<file path="config.mk">
export PLATFORM = sky130hd
export DESIGN_NAME = rob_multiport_flat
export DESIGN_NICKNAME = d
export VERILOG_FILES = /design/src/rtl/rob_pkg.sv /design/src/rtl/rob_multiport_if.sv /design/src/rtl/rob_status_table.sv /design/src/rtl/rob_multiport.sv /design/src/flat_wrapper.sv
export SDC_FILE = /design/constraint.sdc
export NUM_CORES = 2
export LEC_CHECK = 0
export BUFFER_PORTS_ARGS = -buffer_cell sky130_fd_sc_hd__buf_4
export CAP_MARGIN = 20
export CORE_AREA = 5 5 352 354
export CTS_CLUSTER_DIAMETER = 30
export DETAILED_ROUTE_END_ITERATION = 10
export DIE_AREA = 0 0 357 359
export PLACE_DENSITY = 0.86
export SYNTH_ARGS = -nofsm -noshare
export SYNTH_HDL_FRONTEND = slang
export SYNTH_SLANG_ARGS = --single-unit
export TNS_END_PERCENT = 1
</file>
<file path="constraint.sdc">
create_clock -name clk -period 4.61 [get_ports clk]
set_input_delay 0.461 -clock clk [delete_from_list [all_inputs] [get_ports clk]]
set_output_delay 0.461 -clock clk [all_outputs]
set_load 0.01 [all_outputs]
</file>
<file path="src/rtl/rob_pkg.sv">
// Shared constants and the default-width entry layout for the reorder buffer.
package rob_pkg;
  localparam int XLEN    = 32;
  localparam int CTRL_W  = 5;
  localparam int INDEX_W = 8;

  localparam int REDIRECT_BIT  = 0;
  localparam int INFO_REGWRITE = 3;
  localparam int INFO_MEMWRITE = 2;
  localparam int INFO_JUMP     = 1;
  localparam int INFO_BRANCH   = 0;

  typedef struct packed {
    logic [XLEN-1:0]    dest;
    logic [3:0]         info;
    logic [XLEN-1:0]    pc;
    logic [INDEX_W-1:0] pht;
    logic [XLEN-1:0]    snap;
    logic [XLEN-1:0]    result;
    logic [XLEN-1:0]    target;
    logic [CTRL_W:0]    ctrl;   // {isControl, pcControl}
  } rob_entry_t;
endpackage

</file>
<file path="src/rtl/rob_multiport_if.sv">
// Rename, CDB and commit-side signals of the reorder buffer in one bundle.
interface rob_multiport_if #(
  parameter int XLEN      = 32,
  parameter int DEPTH     = 8,
  parameter int CDB_PORTS = 2,
  parameter int CTRL_W    = 5,
  parameter int INDEX_W   = 8
);
  localparam int PTR_W = $clog2(DEPTH);

  logic                              allocValid, allocReady;
  logic [XLEN-1:0]                   allocDest, allocPC, allocRegStatus;
  logic [3:0]                        allocCommitInfo;
  logic [INDEX_W-1:0]                allocPHTIndex;
  logic [PTR_W-1:0]                  allocTag;

  logic [CDB_PORTS-1:0]              cdbValid, cdbIsControl;
  logic [CDB_PORTS-1:0][PTR_W-1:0]   cdbTag;
  logic [CDB_PORTS-1:0][XLEN-1:0]    cdbResult, cdbTarget;
  logic [CDB_PORTS-1:0][CTRL_W-1:0]  cdbPcControl;

  logic                              commitStall, commitValid;
  logic [PTR_W-1:0]                  commitTag;
  logic [XLEN-1:0]                   commitResult, commitTarget, commitPC;
  logic [XLEN-1:0]                   commitStatusSnap, commitDest;
  logic [CTRL_W:0]                   commitControlFlow;
  logic [3:0]                        commitInfo;
  logic [INDEX_W-1:0]                commitPHTIndex;

  logic [PTR_W:0]                    occupancy;
  logic                              empty, full;

  modport master (
    output allocValid, allocDest, allocCommitInfo, allocPC, allocPHTIndex, allocRegStatus,
    output cdbValid, cdbTag, cdbResult, cdbTarget, cdbIsControl, cdbPcControl, commitStall,
    input  allocReady, allocTag, commitValid, commitTag, commitResult, commitTarget, commitPC,
    input  commitStatusSnap, commitDest, commitControlFlow, commitInfo, commitPHTIndex,
    input  occupancy, empty, full
  );

  modport slave (
    input  allocValid, allocDest, allocCommitInfo, allocPC, allocPHTIndex, allocRegStatus,
    input  cdbValid, cdbTag, cdbResult, cdbTarget, cdbIsControl, cdbPcControl, commitStall,
    output allocReady, allocTag, commitValid, commitTag, commitResult, commitTarget, commitPC,
    output commitStatusSnap, commitDest, commitControlFlow, commitInfo, commitPHTIndex,
    output occupancy, empty, full
  );
endinterface

</file>
<file path="src/rtl/rob_status_table.sv">
// Per-entry valid/ready bits: one allocate port, PORTS ready-set ports, one clear port, flush.
module rob_status_table #(
  parameter int DEPTH = 8,
  parameter int PORTS = 2,
  parameter int PTR_W = $clog2(DEPTH)
) (
  input  logic                        clk,
  input  logic                        rst,
  input  logic                        flush,
  input  logic                        alloc_en,
  input  logic [PTR_W-1:0]            alloc_idx,
  input  logic [PORTS-1:0]            set_en,
  input  logic [PORTS-1:0][PTR_W-1:0] set_idx,
  input  logic                        clr_en,
  input  logic [PTR_W-1:0]            clr_idx,
  output logic [DEPTH-1:0]            valid,
  output logic [DEPTH-1:0]            ready
);
  always_ff @(posedge clk) begin
    if (rst || flush) begin
      valid <= '0;
      ready <= '0;
    end else begin
      for (int p = 0; p < PORTS; p++)
        if (set_en[p]) ready[set_idx[p]] <= 1'b1;
      // clear after set so a broadcast to the retiring head leaves no stale ready bit
      if (clr_en) begin
        valid[clr_idx] <= 1'b0;
        ready[clr_idx] <= 1'b0;
      end
      if (alloc_en) begin
        valid[alloc_idx] <= 1'b1;
        ready[alloc_idx] <= 1'b0;
      end
    end
  end
endmodule

</file>
<file path="src/rtl/rob_multiport.sv">
// Reorder buffer: in-order alloc, multi-port CDB writeback, in-order registered commit with flush.
// Optional ROB_CDB_BYPASS_EN lets a broadcast to the head commit at the same edge.
module rob_multiport #(
  parameter int XLEN      = 32,
  parameter int DEPTH     = 8,
  parameter int CDB_PORTS = 2,
  parameter int CTRL_W    = 5,
  parameter int INDEX_W   = 8
) (
  input logic          clk,
  input logic          globalReset,
  rob_multiport_if.slave bus
);
  import rob_pkg::*;

  localparam int PTR_W = $clog2(DEPTH);

  typedef struct packed {
    logic [XLEN-1:0]    dest;
    logic [3:0]         info;
    logic [XLEN-1:0]    pc;
    logic [INDEX_W-1:0] pht;
    logic [XLEN-1:0]    snap;
    logic [XLEN-1:0]    result;
    logic [XLEN-1:0]    target;
    logic [CTRL_W:0]    ctrl;
  } slot_t;

  slot_t                slots [DEPTH];
  slot_t                head_slot;
  logic [PTR_W-1:0]     head, tail;
  logic [PTR_W:0]       count;
  logic [DEPTH-1:0]     ent_valid, ent_ready;
  logic [CDB_PORTS-1:0] set_en;
  logic                 full, alloc_fire, head_rdy, commit_fire, redirect;

  assign full           = (count == (PTR_W+1)'(DEPTH));
  assign alloc_fire     = bus.allocValid & ~full;
  assign bus.allocReady = ~full;
  assign bus.allocTag   = tail;
  assign bus.occupancy  = count;
  assign bus.empty      = (count == '0);
  assign bus.full       = full;

  always_comb begin
    head_slot = slots[head];
    head_rdy  = ent_valid[head] & ent_ready[head];
`ifdef ROB_CDB_BYPASS_EN
    for (int p = 0; p < CDB_PORTS; p++) begin
      if (bus.cdbValid[p] && bus.cdbTag[p] == head && ent_valid[head] && !head_rdy) begin
        head_slot.result = bus.cdbResult[p];
        if (bus.cdbIsControl[p]) begin
          head_slot.target = bus.cdbTarget[p];
          head_slot.ctrl   = {1'b1, bus.cdbPcControl[p]};
        end
        head_rdy = 1'b1;
      end
    end
`endif
  end

  assign commit_fire = (count != '0) & head_rdy & ~bus.commitStall;
  assign redirect    = commit_fire & head_slot.ctrl[REDIRECT_BIT];

  always_comb begin
    set_en = '0;
    for (int p = 0; p < CDB_PORTS; p++)
      set_en[p] = bus.cdbValid[p] & ent_valid[bus.cdbTag[p]] & ~redirect;
  end

  rob_status_table #(.DEPTH(DEPTH), .PORTS(CDB_PORTS), .PTR_W(PTR_W)) u_status (
    .clk(clk), .rst(globalReset), .flush(redirect),
    .alloc_en(alloc_fire), .alloc_idx(tail),
    .set_en(set_en), .set_idx(bus.cdbTag),
    .clr_en(commit_fire), .clr_idx(head),
    .valid(ent_valid), .ready(ent_ready)
  );

  always_ff @(posedge clk) begin
    if (globalReset) begin
      head  <= '0;
      tail  <= '0;
      count <= '0;
    end else if (redirect) begin
      head  <= head + PTR_W'(1);
      tail  <= head + PTR_W'(1);
      count <= '0;
    end else begin
      if (alloc_fire)  tail <= tail + PTR_W'(1);
      if (commit_fire) head <= head + PTR_W'(1);
      if (alloc_fire && !commit_fire)      count <= count + (PTR_W+1)'(1);
      else if (!alloc_fire && commit_fire) count <= count - (PTR_W+1)'(1);
    end
  end

  // Payload needs no reset: valid bits gate every use of it.
  always_ff @(posedge clk) begin
    if (alloc_fire) begin
      slots[tail].dest   <= bus.allocDest;
      slots[tail].info   <= bus.allocCommitInfo;
      slots[tail].pc     <= bus.allocPC;
      slots[tail].pht    <= bus.allocPHTIndex;
      slots[tail].snap   <= bus.allocRegStatus;
      slots[tail].result <= '0;
      slots[tail].target <= '0;
      slots[tail].ctrl   <= '0;
    end
    // descending loop: the lowest-indexed port's write lands last and wins
    for (int p = CDB_PORTS-1; p >= 0; p--) begin
      if (set_en[p]) begin
        slots[bus.cdbTag[p]].result <= bus.cdbResult[p];
        if (bus.cdbIsControl[p]) begin
          slots[bus.cdbTag[p]].target <= bus.cdbTarget[p];
          slots[bus.cdbTag[p]].ctrl   <= {1'b1, bus.cdbPcControl[p]};
        end
      end
    end
  end

  always_ff @(posedge clk) begin
    if (globalReset) begin
      bus.commitValid       <= 1'b0;
      bus.commitTag         <= '0;
      bus.commitResult      <= '0;
      bus.commitTarget      <= '0;
      bus.commitPC          <= '0;
      bus.commitStatusSnap  <= '0;
      bus.commitDest        <= '0;
      bus.commitControlFlow <= '0;
      bus.commitInfo        <= '0;
      bus.commitPHTIndex    <= '0;
    end else if (commit_fire) begin
      bus.commitValid       <= 1'b1;
      bus.commitTag         <= head;
      bus.commitResult      <= head_slot.result;
      bus.commitTarget      <= head_slot.target;
      bus.commitPC          <= head_slot.pc;
      bus.commitStatusSnap  <= head_slot.snap;
      bus.commitDest        <= head_slot.dest;
      bus.commitControlFlow <= head_slot.ctrl;
      bus.commitInfo        <= head_slot.info;
      bus.commitPHTIndex    <= head_slot.pht;
    end else begin
      bus.commitValid       <= 1'b0;
      bus.commitControlFlow <= '0;
      bus.commitInfo        <= '0;
    end
  end
endmodule
</file>
<file path="src/flat_wrapper.sv">
// flat-port wrapper written by rule: the top's interface ports become plain ports
module rob_multiport_flat import rob_pkg::*;
#(
  parameter int XLEN      = 32,
  parameter int DEPTH     = 8,
  parameter int CDB_PORTS = 2,
  parameter int CTRL_W    = 5,
  parameter int INDEX_W   = 8
)
  (clk, globalReset, bus_allocValid, bus_allocDest, bus_allocCommitInfo, bus_allocPC, bus_allocPHTIndex, bus_allocRegStatus, bus_cdbValid, bus_cdbTag, bus_cdbResult, bus_cdbTarget, bus_cdbIsControl, bus_cdbPcControl, bus_commitStall, bus_allocReady, bus_allocTag, bus_commitValid, bus_commitTag, bus_commitResult, bus_commitTarget, bus_commitPC, bus_commitStatusSnap, bus_commitDest, bus_commitControlFlow, bus_commitInfo, bus_commitPHTIndex, bus_occupancy, bus_empty, bus_full);
  rob_multiport_if #(.XLEN(XLEN), .DEPTH(DEPTH), .CDB_PORTS(CDB_PORTS), .CTRL_W(CTRL_W), .INDEX_W(INDEX_W)) bus_i ();
  input logic clk;
  input logic globalReset;
  input wire logic [$bits(bus_i.allocValid)-1:0] bus_allocValid;
  input wire logic [$bits(bus_i.allocDest)-1:0] bus_allocDest;
  input wire logic [$bits(bus_i.allocCommitInfo)-1:0] bus_allocCommitInfo;
  input wire logic [$bits(bus_i.allocPC)-1:0] bus_allocPC;
  input wire logic [$bits(bus_i.allocPHTIndex)-1:0] bus_allocPHTIndex;
  input wire logic [$bits(bus_i.allocRegStatus)-1:0] bus_allocRegStatus;
  input wire logic [$bits(bus_i.cdbValid)-1:0] bus_cdbValid;
  input wire logic [$bits(bus_i.cdbTag)-1:0] bus_cdbTag;
  input wire logic [$bits(bus_i.cdbResult)-1:0] bus_cdbResult;
  input wire logic [$bits(bus_i.cdbTarget)-1:0] bus_cdbTarget;
  input wire logic [$bits(bus_i.cdbIsControl)-1:0] bus_cdbIsControl;
  input wire logic [$bits(bus_i.cdbPcControl)-1:0] bus_cdbPcControl;
  input wire logic [$bits(bus_i.commitStall)-1:0] bus_commitStall;
  output wire logic [$bits(bus_i.allocReady)-1:0] bus_allocReady;
  output wire logic [$bits(bus_i.allocTag)-1:0] bus_allocTag;
  output wire logic [$bits(bus_i.commitValid)-1:0] bus_commitValid;
  output wire logic [$bits(bus_i.commitTag)-1:0] bus_commitTag;
  output wire logic [$bits(bus_i.commitResult)-1:0] bus_commitResult;
  output wire logic [$bits(bus_i.commitTarget)-1:0] bus_commitTarget;
  output wire logic [$bits(bus_i.commitPC)-1:0] bus_commitPC;
  output wire logic [$bits(bus_i.commitStatusSnap)-1:0] bus_commitStatusSnap;
  output wire logic [$bits(bus_i.commitDest)-1:0] bus_commitDest;
  output wire logic [$bits(bus_i.commitControlFlow)-1:0] bus_commitControlFlow;
  output wire logic [$bits(bus_i.commitInfo)-1:0] bus_commitInfo;
  output wire logic [$bits(bus_i.commitPHTIndex)-1:0] bus_commitPHTIndex;
  output wire logic [$bits(bus_i.occupancy)-1:0] bus_occupancy;
  output wire logic [$bits(bus_i.empty)-1:0] bus_empty;
  output wire logic [$bits(bus_i.full)-1:0] bus_full;
  assign bus_i.allocValid = bus_allocValid;
  assign bus_i.allocDest = bus_allocDest;
  assign bus_i.allocCommitInfo = bus_allocCommitInfo;
  assign bus_i.allocPC = bus_allocPC;
  assign bus_i.allocPHTIndex = bus_allocPHTIndex;
  assign bus_i.allocRegStatus = bus_allocRegStatus;
  assign bus_i.cdbValid = bus_cdbValid;
  assign bus_i.cdbTag = bus_cdbTag;
  assign bus_i.cdbResult = bus_cdbResult;
  assign bus_i.cdbTarget = bus_cdbTarget;
  assign bus_i.cdbIsControl = bus_cdbIsControl;
  assign bus_i.cdbPcControl = bus_cdbPcControl;
  assign bus_i.commitStall = bus_commitStall;
  assign bus_allocReady = bus_i.allocReady;
  assign bus_allocTag = bus_i.allocTag;
  assign bus_commitValid = bus_i.commitValid;
  assign bus_commitTag = bus_i.commitTag;
  assign bus_commitResult = bus_i.commitResult;
  assign bus_commitTarget = bus_i.commitTarget;
  assign bus_commitPC = bus_i.commitPC;
  assign bus_commitStatusSnap = bus_i.commitStatusSnap;
  assign bus_commitDest = bus_i.commitDest;
  assign bus_commitControlFlow = bus_i.commitControlFlow;
  assign bus_commitInfo = bus_i.commitInfo;
  assign bus_commitPHTIndex = bus_i.commitPHTIndex;
  assign bus_occupancy = bus_i.occupancy;
  assign bus_empty = bus_i.empty;
  assign bus_full = bus_i.full;
  rob_multiport #(.XLEN(XLEN), .DEPTH(DEPTH), .CDB_PORTS(CDB_PORTS), .CTRL_W(CTRL_W), .INDEX_W(INDEX_W)) u_core (.clk(clk), .globalReset(globalReset), .bus(bus_i));
endmodule
</file>
==> metrics <==
outcome=finished, final reports clean; f_max=about 0.23 GHz; DRC=0; fraction of layout cells with a size suffix above 1=about 29%; setup violators final=0; end point of the critical path=u_core.slots[0][49]$_DFFE_PP_; crit path kind=reg -> reg; Initial DRT Pass Iterations=6; vias in the first global route=around 50000; DR iter-0 viols=6537; Final Power=41700 uW; # fillers=6563; first-pass GRT wire length=326000 um; dpl cell area=77600 um2; Tmin final=~4.3 ns; count leader, synth=edfxtp_1; nets=5277; Mean Syn Cell Area=about 16 um2; Sequential cell area=46900 um2; footprint of the multi-input gates=23600 um2; hold path start=bus_cdbResult[48]; CTS tree=yes; WL/cell=32.5 um; grt ovf=0; Reg clk slew, reported paths=~0.05 ns; ANT nets after route=0; I/O Buffers=~450; Worst R2R Path Depth=8; Hold Vio Cnt, Final=0; number of synthesized flops with an enable pin=around 1400; Final Skew=0.0759 ns; largest net degree at the start of global routing=257; die width=approximately 360 um; asr flop ratio synth=0%; Sink Count=between 1500 and 2000; antenna violations before repair=32; count of cell types in the netlist=55; Final WS setup=around 0.33 ns; reg2reg start=u_core.head[0]$_SDFFE_PP0N_; Via density=6.97; RePlAce Congestion=around 0.84; P_leak=0.0333 uW; Tightest Pin Transition=1.31 ns; Ys Warns=0; Longest Clk Path Bufs=4; via count=48100; FF-to-FF setup slack=between 0.3 and 0.4 ns; core area=approximately 120000 um2; Critical Path AT=about 5.0 ns; most area-consuming cells after synthesis=edfxtp_1, mux4_2, mux2i_1; Post-synth top cells=edfxtp_1, mux2i_1, o211ai_1; origin of the worst setup path=u_core.head[0]$_SDFFE_PP0N_; post-synth top area share=approximately 60%; worst path required time=5.38 ns; power per cell area=roughly 460 nW/um2; Worst Setup Start Kind=flip-flop; post-route cell area=between 80000 and 90000 um2; Site Rows=128; DP Wirelength=between 100000 and 150000 um; cts bufs inserted=312; Rel. slew slack=between 10% and 20%; Syn Std Cell Area=approximately 73000 um2; post-CTS sizing=0; reg2reg end=u_core.slots[0][49]$_DFFE_PP_; CTS Root Cell=clkbuf_16; final period utilization=between 90% and 100%; DP Worst Slack=around 0.86 ns; Max H-tree Level=5; Primary FF master, synth=edfxtp_1; register area share after synthesis=~65%; Post-CTS Hold Buffers=roughly 170; leading area contributor after synthesis=edfxtp_1; CP Capture Type=flip-flop; I/O pin cnt=between 400 and 500; Synth Instances=~4400; maximum fanout along the worst path=256; Worst Hold Class=in -> reg; total track usage=34.1%; max cap viols=0; initial core utilization=roughly 60%; Setup TNS Final=0 ns; syn_nets=between 4000 and 5000; Finished Core Util=roughly 74%; final wirelength=224000 um; Skew-Pair Late Insertion Delay=slightly above 0.9 ns; Setup Fix Bufs, Post-CTS=0; Die ar.=~130000 um2; flops & latches, synth=approximately 1600; IR drop worst, VDD=~0.00039 V; Slew Viols, Final=0; RSZ-0062 raised after global routing=no; area grow syn2layout=23.5%; Die H=359 um
-- area by class of cell --
cell class	count	share of cell area [%]
sequential	1635	52.3
tap	1625	2.26
antenna	32	0.0892
clock buffer	369	9.29
multi-input combinational	2227	26.3
inverter	92	0.458
clock inverter	183	2.22
timing repair buffer	743	7.14
-- worst min-delay path by stage --
| stage | end | cells past startpoint |
|---|---|---|
| 2_1_floorplan | u_core.slots[7][5]$_SDFFE_PP1P_ | 2 |
| 3_3_place_gp | u_core.slots[3][5]$_SDFFE_PP1P_ | 2 |
| 3_5_place_dp | u_core.u_status.ready[5]$_SDFF_PP0_ | 2 |
| 4_1_cts | u_core.slots[3][3]$_DFFE_PP_ | 3 |
| 5_1_grt | u_core.slots[1][53]$_DFFE_PP_ | 3 |
| 6_report | u_core.slots[3][54]$_DFFE_PP_ | 3 |
-- logic make-up after synthesis --
kind of cell | share of synthesized area, %
xor+xnor | 0.0723
fa+ha+maj | 0.114
buf+inv | 3.72
simple gates | 1.76
compound gates | 8.50
mux | 21.3
flops | 64.5
-- critical path, stage by stage, from the launching register on --
cell and delay (ns):
dfxtp_1 0.67, mux2_2 0.40, mux4_2 0.48, and3_4 0.36, clkinv_16 0.27, buf_12 0.72
o211ai_1 0.23, mux2i_1 0.19, dlygate4sd3_1 0.57
-- stage by stage --
stage / std cells / hold slack [ns]
after floorplan: 4446 / 0.434
after global placement: 6148 / 0.447
after detailed placement: 6148 / 0.458
after CTS: 6873 / 0.000302
after global routing: 6895 / 0.0245
final: 6906 / 0.0481
-- report_power, final --
part	leakage [uW]	switching [uW]	internal, uW	total (uW)
Clock	0.00497	8010	14700	22700
Sequential	0.0150	190	16600	16800
Combinational	0.0133	1450	770	2220
-- placed cells by master (no fill, tap or decap), types with 34 or more instances in the layout --
cell,instances
edfxtp_1,1416
clkbuf_16,320
clkinvlp_4,36
clkbuf_1,34
clkinv_2,35
o211ai_1,557
nor2_1,197
mux4_2,360
dfxtp_1,216
a211oi_1,171
buf_4,538
mux2i_1,732
inv_1,83
dlygate4sd3_1,173
-- registers in the layout, indices dropped and copies added (netlist names), named ones only --
signal,cells
u_core.bus.commitTag,3
u_core.bus.commitPHTIndex,8
u_core.bus.commitResult,32
u_core.bus.commitStatusSnap,32
u_core.bus.commitTarget,32
u_core.bus.commitValid,1
u_core.bus.occupancy,4
u_core.u_status.ready,8
u_core.slots,1424
u_core.bus.commitPC,32
u_core.head,3
u_core.bus.allocTag,3
u_core.u_status.valid,8
u_core.bus.commitDest,32
u_core.bus.commitControlFlow,6
u_core.bus.commitInfo,4
-- metal layers --
metal / track usage (%) / part of all wire, % / vias to the layer above
li1: - / - / 19300
met1: 42.5 / 34 / 24200
met2: 54.9 / 49 / 3827
met3: 9.21 / 11 / 839
met4: 18.5 / 6.1 / 14
met5: 0 / 0.043 / -
(Power assumes the default switching activity.)
